<file path="config.mk">
export PLATFORM = sky130hd
export DESIGN_NAME = ef_adc_sar_ctrl
export DESIGN_NICKNAME = d
export VERILOG_FILES = /design/src/rtl/ef_adc_sar_pkg.sv /design/src/rtl/ef_adc_sar_core.sv /design/src/rtl/ef_adc_sar_ctrl.sv
export SDC_FILE = /design/constraint.sdc
export NUM_CORES = 1
export LEC_CHECK = 0
export CAP_MARGIN = 5
export CORE_MARGIN = 2
export CORE_UTILIZATION = 46
export CTS_CLUSTER_SIZE = 40
export DETAILED_ROUTE_END_ITERATION = 16
export PLACE_DENSITY = 0.79
export SYNTH_ARGS = -nofsm -noshare
export SYNTH_HDL_FRONTEND = slang
export SYNTH_SLANG_ARGS = --single-unit
export TNS_END_PERCENT = 1
</file>
<file path="constraint.sdc">
create_clock -name clk -period 1.5 [get_ports clk]
set_input_delay 0.15 -clock clk [delete_from_list [all_inputs] [get_ports clk]]
set_output_delay 0.15 -clock clk [all_outputs]
set_load 0.01 [all_outputs]
</file>
<file path="src/rtl/ef_adc_sar_pkg.sv">
// Shared types and constants for the EF 10-bit, 8-input SAR ADC controller.
package ef_adc_sar_pkg;

  localparam int ADC_BITS = 10;
  localparam int NUM_CH   = 8;

  typedef enum logic [1:0] {
    S_IDLE,
    S_SAMPLE,
    S_CONV,
    S_DONE
  } state_t;

  typedef logic [2:0]          ch_t;
  typedef logic [ADC_BITS-1:0] code_t;

  // Index of the lowest set bit; scans run in ascending channel order.
  function automatic ch_t lowest_ch(input logic [NUM_CH-1:0] mask);
    ch_t idx = '0;
    for (int i = NUM_CH - 1; i >= 0; i--) begin
      if (mask[i]) idx = ch_t'(i);
    end
    return idx;
  endfunction

endpackage

</file>
<file path="src/rtl/ef_adc_sar_core.sv">
// Bit-trial engine: MSB-first binary search of the DAC code, each trial held
// SETTLE_CYCLES cycles before the comparator is taken. Runs while go is high.
module ef_adc_sar_core
  import ef_adc_sar_pkg::*;
#(
  parameter int SETTLE_CYCLES = 2
) (
  input  logic                clk,
  input  logic                rst,
  input  logic                go,
  input  logic                cmp,
  output logic [ADC_BITS-1:0] data,
  output logic [ADC_BITS-1:0] code,
  output logic                fin
);

  localparam int           TW    = (SETTLE_CYCLES > 1) ? $clog2(SETTLE_CYCLES) : 1;
  localparam logic [TW-1:0] TLAST = TW'(SETTLE_CYCLES - 1);
  localparam code_t        MSB   = code_t'(1) << (ADC_BITS - 1);

  code_t         kept;
  code_t         trial;
  logic [3:0]    step;
  logic [TW-1:0] cnt;
  logic          last;

  // step counts up from 0 so the tested bit index is ADC_BITS-1-step
  assign trial = MSB >> step;
  assign last  = (cnt == TLAST);
  assign data  = go ? (kept | trial) : '0;
  assign code  = cmp ? (kept | trial) : kept;
  assign fin   = go && last && (step == 4'(ADC_BITS - 1));

  always_ff @(posedge clk or posedge rst) begin
    if (rst) begin
      kept <= '0;
      step <= '0;
      cnt  <= '0;
    end else if (!go) begin
      kept <= '0;
      step <= '0;
      cnt  <= '0;
    end else if (last) begin
      kept <= code;
      step <= step + 4'd1;
      cnt  <= '0;
    end else begin
      cnt <= cnt + TW'(1);
    end
  end

endmodule

</file>
<file path="src/rtl/ef_adc_sar_ctrl.sv">
// SAR ADC controller top: FSM, sample timing, channel select and start/done handshake.
// Define ADC_SAR_SEQ_EN to replace the single-channel `ch` input with a chan_mask scanner.
module ef_adc_sar_ctrl
  import ef_adc_sar_pkg::*;
#(
  parameter int SAMPLE_CYCLES = 8,
  parameter int SETTLE_CYCLES = 2
) (
  input  logic                clk,
  input  logic                rst,
  input  logic                en,
  input  logic                start,
`ifdef ADC_SAR_SEQ_EN
  input  logic [NUM_CH-1:0]   chan_mask,
  output logic                scan_done,
`else
  input  logic [2:0]          ch,
`endif
  output logic                busy,
  output logic                done,
  output logic [ADC_BITS-1:0] result,
  output logic [2:0]          result_ch,
  output logic                hold,
  output logic                b0,
  output logic                b1,
  output logic                b2,
  output logic [ADC_BITS-1:0] data,
  input  logic                cmp
);

  localparam int            SW    = (SAMPLE_CYCLES > 1) ? $clog2(SAMPLE_CYCLES) : 1;
  localparam logic [SW-1:0] SLAST = SW'(SAMPLE_CYCLES - 1);

  state_t        state, state_n;
  logic [SW-1:0] smp_cnt;
  ch_t           ch_sel, first_ch;
  logic          accept, more, sample_last;
  logic          core_go, core_fin;
  code_t         core_code;

`ifdef ADC_SAR_SEQ_EN
  logic [NUM_CH-1:0] pend;
  ch_t               next_ch;

  assign first_ch = lowest_ch(chan_mask);
  assign next_ch  = lowest_ch(pend);
  assign accept   = (state == S_IDLE) && en && start && (chan_mask != '0);
  assign more     = (pend != '0);
`else
  assign first_ch = ch;
  assign accept   = (state == S_IDLE) && en && start;
  assign more     = 1'b0;
`endif

  assign sample_last  = (smp_cnt == SLAST);
  assign core_go      = (state == S_CONV);
  assign busy         = (state != S_IDLE);
  assign done         = (state == S_DONE);
  assign {b2, b1, b0} = ch_sel;

  always_ff @(posedge clk or posedge rst) begin
    if (rst) state <= S_IDLE;
    else     state <= state_n;
  end

  always_comb begin
    state_n = state;
    if (!en) begin
      state_n = S_IDLE;
    end else begin
      case (state)
        S_IDLE:   if (accept) state_n = S_SAMPLE;
        S_SAMPLE: if (sample_last) state_n = S_CONV;
        S_CONV:   if (core_fin) state_n = S_DONE;
        S_DONE:   state_n = more ? S_SAMPLE : S_IDLE;
        default:  state_n = S_IDLE;
      endcase
    end
  end

  // hold is high exactly while converting, so an abort or DONE drops it
  always_ff @(posedge clk or posedge rst) begin
    if (rst) begin
      smp_cnt   <= '0;
      hold      <= 1'b0;
      ch_sel    <= '0;
      result    <= '0;
      result_ch <= '0;
`ifdef ADC_SAR_SEQ_EN
      pend      <= '0;
      scan_done <= 1'b0;
`endif
    end else begin
      smp_cnt <= (state == S_SAMPLE && state_n == S_SAMPLE) ? smp_cnt + SW'(1) : '0;
      hold    <= (state_n == S_CONV);
      if (accept) ch_sel <= first_ch;
      if (state == S_CONV && state_n == S_DONE) begin
        result    <= core_code;
        result_ch <= ch_sel;
      end
`ifdef ADC_SAR_SEQ_EN
      scan_done <= en && (state == S_DONE) && !more;
      if (!en) begin
        pend <= '0;
      end else if (accept) begin
        pend <= chan_mask & ~(NUM_CH'(1) << first_ch);
      end else if (state == S_DONE && more) begin
        ch_sel <= next_ch;
        pend   <= pend & ~(NUM_CH'(1) << next_ch);
      end
`endif
    end
  end

  ef_adc_sar_core #(
    .SETTLE_CYCLES(SETTLE_CYCLES)
  ) u_core (
    .clk (clk),
    .rst (rst),
    .go  (core_go),
    .cmp (cmp),
    .data(data),
    .code(core_code),
    .fin (core_fin)
  );

endmodule

</file>
==> results of run 1 <==
## Yosys cell counts, types with 2 or more instances
cell type,count
sky130_fd_sc_hd__dfrtp_1,37
sky130_fd_sc_hd__nor2_1,29
sky130_fd_sc_hd__a21oi_1,18
sky130_fd_sc_hd__inv_1,15
sky130_fd_sc_hd__mux2i_1,11
sky130_fd_sc_hd__a31oi_1,10
sky130_fd_sc_hd__ha_1,8
sky130_fd_sc_hd__nor2b_1,8
sky130_fd_sc_hd__mux2_2,6
sky130_fd_sc_hd__clkbuf_1,4
sky130_fd_sc_hd__and2_1,3
sky130_fd_sc_hd__buf_2,3
sky130_fd_sc_hd__a211oi_1,2
sky130_fd_sc_hd__and2b_1,2
sky130_fd_sc_hd__buf_6,2
sky130_fd_sc_hd__nand2_1,2
## layout make-up
cell class | count | area [µm²]
Clock buffer | 6 | 82.6
Clock inverter | 2 | 37.5
Fill cell | 272 | 1110
Inverter | 15 | 56.3
Multi-Input combinational cell | 111 | 861
Sequential cell | 37 | 930
Tap cell | 48 | 60.1
Timing Repair Buffer | 66 | 576
## flip-flops by register name (all words and copies together), names as in the netlist
register,flops
ch_sel,3
u_core.cnt,1
result_ch,3
hold,1
u_core.kept,10
u_core.step,4
result,10
smp_cnt,3
state,2
## repair_timing
item                                    CTS  global route
pin swaps                                 7             3
gates resized for setup                  61            10
buffers inserted                          4             1
hold buffers                              0             0
endpoints found under the setup margin   25            31
## power by group through the flow
| stage | clock network [µW] | registers [µW] | logic [µW] |
|---|---|---|---|
| 3_5_place_dp | 0 | 1050 | 141 |
| 4_1_cts | 913 | 1030 | 141 |
| 2_1_floorplan | 0 | 1060 | 50.2 |
| 6_report | 900 | 1030 | 141 |
| 5_1_grt | 966 | 1030 | 153 |
| 3_3_place_gp | 0 | 1050 | 139 |
## per-stage QoR
step	instance area [µm²]	worst slack (ns)	power, µW	util, %	std cells
2_1_floorplan	1820	-0.0625	1110	-	173
3_3_place_gp	2410	-0.257	1190	64.9	275
3_5_place_dp	2410	-0.303	1190	64.9	275
4_1_cts	2540	-0.185	2090	68.5	284
5_1_grt	2600	-0.253	2150	70.0	285
6_report	2600	-0.174	2070	70.0	285
## tightest hold or removal path: stages
cell	delay, ns
sky130_fd_sc_hd__clkdlybuf4s50_1	0.40
sky130_fd_sc_hd__inv_1	0.10
sky130_fd_sc_hd__buf_12	0.23
## cells by family after synthesis
logic type,count (synthesis),share of synthesized area (%)
AOI/OAI and AO/OA,33,10.8
xor gates and xnor gates,2,0.972
adders and majority gates,8,5.56
buffers and inverters,25,7.15
DFF,37,51.4
muxes,17,9.86
and+or+nand+nor,51,14.2
## path summary, 6_finish.rpt
check                      slack [ns]                       start                         end
setup / recovery                -0.17  u_core.step[1]$_DFFE_PP0N_                     data[7]
hold / removal                   0.21                         rst       result[8]$_DFFE_PP0P_
setup reg to reg                -0.13  u_core.step[1]$_DFFE_PP0N_    result_ch[2]$_DFFE_PP0P_
hold reg to reg                  0.44        smp_cnt[0]$_DFF_PP0_        smp_cnt[0]$_DFF_PP0_
max in group asynchronous        1.09                         rst  u_core.step[1]$_DFFE_PP0N_
min in group clk                 0.44        smp_cnt[0]$_DFF_PP0_        smp_cnt[0]$_DFF_PP0_
## per-layer routing
metal	GRT usage [%]	wire, µm
met1	25.7	1780
met2	33.8	2000
met3	5.07	170
met4	12.2	111
met5	0	0
==> flow_summary.yaml, run 1 <==
setup_path:
  path_class: "flip-flop to output port"
  critical_path_peak_fanout: 5
  timing.critical_path.slowest_stage_cell: "sky130_fd_sc_hd__dfrtp_2"
  crit_path_end_kind: "output port"
  cp_top_family: "flip-flops"
  crit_path_start_kind: "flip-flop"
  critPathMaxStageDelay_ns: 0.45
  worstSetupPathDepth: 6
  timing.critical_path.buf_inv: 2
  crit_required_ns: 1.35
  r2r.worst_path.cells: 5
  cp_data_arrival_time_ns: 1.52
  worstPathCellList: "buf_4, ha_1, nor2b_4, a21oi_2, nor2_1, buf_2"
timing:
  hold_ws_ns: 0.213
  unrepaired_setup_endpoints_after_global_routing: "yes"
  fin_tns_setup_ns: -2.89
  final_hold_viol_count: 0
  fin_ws_ns: -0.174
  final-setup-viol-count: 23
  worst_slew_pin_tran_ns: 0.402
  fmax_ghz: 0.597
  worst_clk_skew_ns: 0.00441
  final_report_max_slew_violation_count: 0
  headroom_to_the_max_slew_limit_pct: 73.2
  layout_min_cycle_time_ns: 1.67
  post-route-period-util_pct: 112
synth:
  synth-main-ff-cell: "sky130_fd_sc_hd__dfrtp_1"
  synth.top_cell.area_share_pct: 51.4
  syn_inst: 173
  synth_enable_flop_cells: 0
  postSynthAreaPerCell_um2: 10.4
  fraction_of_the_yosys_area_taken_by_sequential_cells_pct: 51.4
  ys_ff_latch: 37
  synth_area_leaders: "sky130_fd_sc_hd__dfrtp_1 (51%), sky130_fd_sc_hd__mux2i_1 (6.1%), sky130_fd_sc_hd__nor2_1 (6.0%)"
  cell_area_synth_um2: 1800
  synth.yosys.warnings: 0
  yosysUniqueCellTypes: 29
  yosysTopAreaCell: "sky130_fd_sc_hd__dfrtp_1"
  postSynth.asyncResetShare_pct: 100
  postSynthNetCount: 189
floorplanning:
  die_width_um: 66.6
  core.rowCount: 22
  boundary_pins: 37
  floorplan.die.height_um: 66.6
  coreArea_um2: 3720
  die_area_um2: 4430
  initial_core_util_pct: 48.5
drt:
  drt_first_pass_iters: 4
  postRouteWirelength_um: 4070
  routed_via_density: 5.13
  drt_drc_violations_left: 0
  detail_route.iter0.violations: 92
  drtAntennaViolNets: 0
  num_vias: 1462
  routed_wire_length_per_instance_um: 14.3
cells_and_area:
  final_layout_size_suffix_gt1_share_pct: 34.2
  syn2layout_area_growth_pct: 44.4
  design.final.nets: 252
  layout.cells.most_common_list: "sky130_fd_sc_hd__dfrtp_1 (34), sky130_fd_sc_hd__nor2_1 (27), sky130_fd_sc_hd__buf_4 (26)"
  most_common_library_cell_in_the_layout_ignoring_fill_and_taps: "sky130_fd_sc_hd__dfrtp_1"
  diodes: 0
worst_hold_path:
  hold_path.class: "input port to async pin"
grt:
  global_route_wire_length_before_repair_um: 6760
  grt_overflow: 0
  groute.usage.overall_pct: 21.0
  antenna_violations_before_repair: 0
  maximum_number_of_pins_on_one_net_before_global_route_repair: 38
  first_global_vias: 1455
placed_design:
  place.detailed.hpwl_um: 2590
  gp_routability_congestion: 0.837
  port_buffers: 36
power:
  clock_power_share_pct: 43.4
  ir_worst_vdd_uv: 486
  part_of_the_power_in_combinational_logic_pct: 6.8
  cell_internal_power_uw: 1640
  power.share.switching_pct: 21.1
  power_density_nw_per_um2: 796
  share_seq_of_total_power_pct: 49.7
  p_sw_uw: 436
  p_leak_uw: 0.00120
clock_network:
  cts_tree: "yes"
  clk_path_buf_depth: 2
  clk_pin_slew_ns: 0.07
  numClockSinks: 37
  cts-htree-levels: 2
  cts_root_buffer: "sky130_fd_sc_hd__clkbuf_8"
  clock_latency_of_the_later_clocked_register_in_the_worst_skew_pair_ns: 0.29
  cts_buffers: 5
run:
  drv_cap: 0
outcome:
  outcome: "complete, but fails checks"
  violated_checks: "negative setup slack"
Power figures use the tool's default switching activity.
==> run 2, diff against run 1 <==
Settings changed: PLACE_DENSITY 0.79 to 0.78, RECOVER_POWER set to 100, SYNTH_HIERARCHICAL set to 1.
==> run 2 against run 1 <==
The flow still finishes with violations (negative setup slack). Sequential cell count is the same. Routed wire length grew 21%. Register-to-register slack lost 0.21 ns. Global-route usage grew 0.45 points.
==> flow_summary.yaml, run 2 <==
outcome:
  outcome: "complete, but fails checks"
  violated_checks: "negative setup slack"
worst_hold_path:
  hold_path.class: "input port to async pin"
timing:
  worst_slew_pin_tran_ns: 0.886
  fin_tns_setup_ns: -7.00
  final_hold_viol_count: 0
  fin_ws_ns: -0.341
  unrepaired_setup_endpoints_after_global_routing: "yes"
  final_report_max_slew_violation_count: 0
  layout_min_cycle_time_ns: 1.84
  final-setup-viol-count: 25
  fmax_ghz: 0.543
  headroom_to_the_max_slew_limit_pct: 40.9
  post-route-period-util_pct: 123
  worst_clk_skew_ns: 0.00717
setup_path:
  launch_instance_of_the_worst_register_to_register_path: "u_core/step[0]$_DFFE_PP0N_"
  setup.reg_to_reg.worst_slack_ns: -0.34
  crit_required_ns: 1.67
  critPathCapture: "result[2]$_DFFE_PP0P_"
  setup.worst_path.start: "u_core/step[0]$_DFFE_PP0N_"
  crit_path_end_kind: "flip-flop"
  worstReg2RegEnd: "result[2]$_DFFE_PP0P_"
  path_class: "flip-flop to flip-flop"
  critical_path_peak_fanout: 5
  r2r.worst_path.cells: 8
  crit_path_start_kind: "flip-flop"
  cp_data_arrival_time_ns: 2.01
synth:
  synth.top_cell.area_share_pct: 47.5
  post_synth_most_frequent_cells: "sky130_fd_sc_hd__dfrtp_1 (37), sky130_fd_sc_hd__nand2_1 (10), sky130_fd_sc_hd__o21a_1 (10)"
  most_frequent_cell_after_synthesis: "sky130_fd_sc_hd__dfrtp_1"
  synth-main-ff-cell: "sky130_fd_sc_hd__dfrtp_1"
  fraction_of_the_yosys_area_taken_by_sequential_cells_pct: 47.5
  yosysUniqueCellTypes: 42
  postSynthAreaPerCell_um2: 11.9
  synth_area_leaders: "sky130_fd_sc_hd__dfrtp_1 (47%), sky130_fd_sc_hd__mux2_4 (6.9%), sky130_fd_sc_hd__ha_1 (5.1%)"
  yosysTopAreaCell: "sky130_fd_sc_hd__dfrtp_1"
  syn_inst: 164
  synth.yosys.warnings: 6
  cell_area_synth_um2: 1950
  postSynth.asyncResetShare_pct: 100
  ys_ff_latch: 37
  postSynthNetCount: 180
  synth_enable_flop_cells: 0
drt:
  met3RoutedLength_um: 276
  drtAntennaViolNets: 0
  routed_wire_length_per_instance_um: 16.9
  detail_route.iter0.violations: 140
  drt_first_pass_iters: 4
  num_vias: 1587
  drt_drc_violations_left: 0
  postRouteWirelength_um: 4910
  detailed_routing_wirelength_on_met1_um: 2000
  routed_via_density: 5.47
  max_layer_used: "met4"
  met2WireLength_um: 2450
run:
  drv_cap: 0
grt:
  groute.usage.overall_pct: 21.5
  maximum_number_of_pins_on_one_net_before_global_route_repair: 23
  antenna_violations_before_repair: 0
  grt_overflow: 0
  global_route_wire_length_before_repair_um: 8160
  first_global_vias: 1692
cells_and_area:
  final_layout_size_suffix_gt1_share_pct: 41.3
  most_common_library_cell_in_the_layout_ignoring_fill_and_taps: "sky130_fd_sc_hd__dfrtp_1"
  syn2layout_area_growth_pct: 44.0
  multi_input_area_um2: 1020
  biggestRegsByFlops: "result: 10 flops, u_core/kept: 10 flops, u_core/step: 4 flops"
  post_route_cell_area_um2: 2810
  diodes: 0
  layout.cells.most_common_list: "sky130_fd_sc_hd__dfrtp_1 (36), sky130_fd_sc_hd__buf_4 (31), sky130_fd_sc_hd__clkdlybuf4s50_1 (23)"
  num-fill-cells: 296
  design.final.nets: 255
  final-seq-area_um2: 927
floorplanning:
  die_area_um2: 4770
  die_width_um: 69.1
  boundary_pins: 37
  core.rowCount: 23
  floorplan.die.height_um: 69.1
  coreArea_um2: 4030
  initial_core_util_pct: 48.4
placed_design:
  gp_routability_congestion: 0.845
  port_buffers: 36
  place.detailed.hpwl_um: 3400
  placedInstanceArea_um2: 2590
clock_network:
  numClockSinks: 37
  clk_path_buf_depth: 2
  cts_tree: "yes"
  cts-htree-levels: 2
  cts_root_buffer: "sky130_fd_sc_hd__clkbuf_8"
  cts_buffers: 5
  clock_latency_of_the_later_clocked_register_in_the_worst_skew_pair_ns: 0.28
  clk_pin_slew_ns: 0.07
power:
  p_leak_uw: 0.00147
  ir_worst_vdd_uv: 771
  power_density_nw_per_um2: 673
run 2: worst min path at each step:
stage / cells past startpoint / from / slack [ns] / to
floorplan: 1 / rst / 0.05 / u_core/cnt$_DFF_PP0_
global placement: 1 / smp_cnt[0]$_DFF_PP0_ / 0.42 / smp_cnt[0]$_DFF_PP0_
detailed placement: 1 / smp_cnt[0]$_DFF_PP0_ / 0.45 / smp_cnt[0]$_DFF_PP0_
CTS: 3 / rst / 0.20 / u_core/kept[7]$_DFFE_PP0N_
global route: 1 / smp_cnt[0]$_DFF_PP0_ / 0.47 / smp_cnt[0]$_DFF_PP0_
finish: 3 / rst / 0.45 / result[3]$_DFFE_PP0P_
run 2: repair_timing:
action / CTS / global route
endpoints found under the setup margin: 27 / 27
setup buffers: 7 / 1
gates resized for setup: 61 / 4
hold buffers: 0 / 0
pin swaps: 6 / 3
run 2: cells by family (layout without fill, tap and decap cells):
group | Yosys count | in the layout | synth area share [%]
adders and majority gates | 8 | 8 | 5.13
and+or+nand+nor | 49 | 49 | 17.3
xor gates and xnor gates | 1 | 1 | 0.449
muxes | 18 | 18 | 12.0
AOI/OAI and AO/OA | 33 | 33 | 12.8
DFF | 37 | 37 | 47.5
buffers and inverters | 18 | 94 | 4.81
run 2: power breakdown:
group	switching, µW	internal, µW
Combinational	63.1	74.4
Sequential	16.0	1020
Clock	343	375
Total	422	1470
run 2: cell type report:
cell class / instances / share of cell area (%)
Multi-Input combinational cell: 109 / 36.4
Clock buffer: 8 / 3.21
Inverter: 9 / 1.29
Tap cell: 50 / 2.23
Timing Repair Buffer: 77 / 23.9
Sequential cell: 37 / 33.0
run 2: layer usage:
metal	up-vias	global-route usage (%)
met5	-	0
met3	18	4.82
met4	0	10.0
li1	723	-
met1	786	25.2
met2	60	37.2
run 2: metrics by stage:
step	total power [µW]	worst slack, ns	hold slack (ns)	utilization (%)	instances
6_report	1890	-0.341	0.450	69.7	290
5_1_grt	1960	-0.380	0.474	69.7	290
4_1_cts	1900	-0.292	0.204	68.9	289
3_5_place_dp	1190	-0.355	0.446	64.3	274
3_3_place_gp	1180	-0.245	0.422	64.3	274
2_1_floorplan	1110	-0.266	0.0515	-	164
run 2: critical path, cell delays in order (launching register included):
cell	delay (ns)
sky130_fd_sc_hd__dfrtp_1	0.42
sky130_fd_sc_hd__buf_6	0.12
sky130_fd_sc_hd__buf_6	0.08
sky130_fd_sc_hd__ha_4	0.13
sky130_fd_sc_hd__nand3b_1	0.18
sky130_fd_sc_hd__nor2_4	0.18
sky130_fd_sc_hd__nand4b_4	0.15
sky130_fd_sc_hd__buf_6	0.17
sky130_fd_sc_hd__mux2_4	0.29
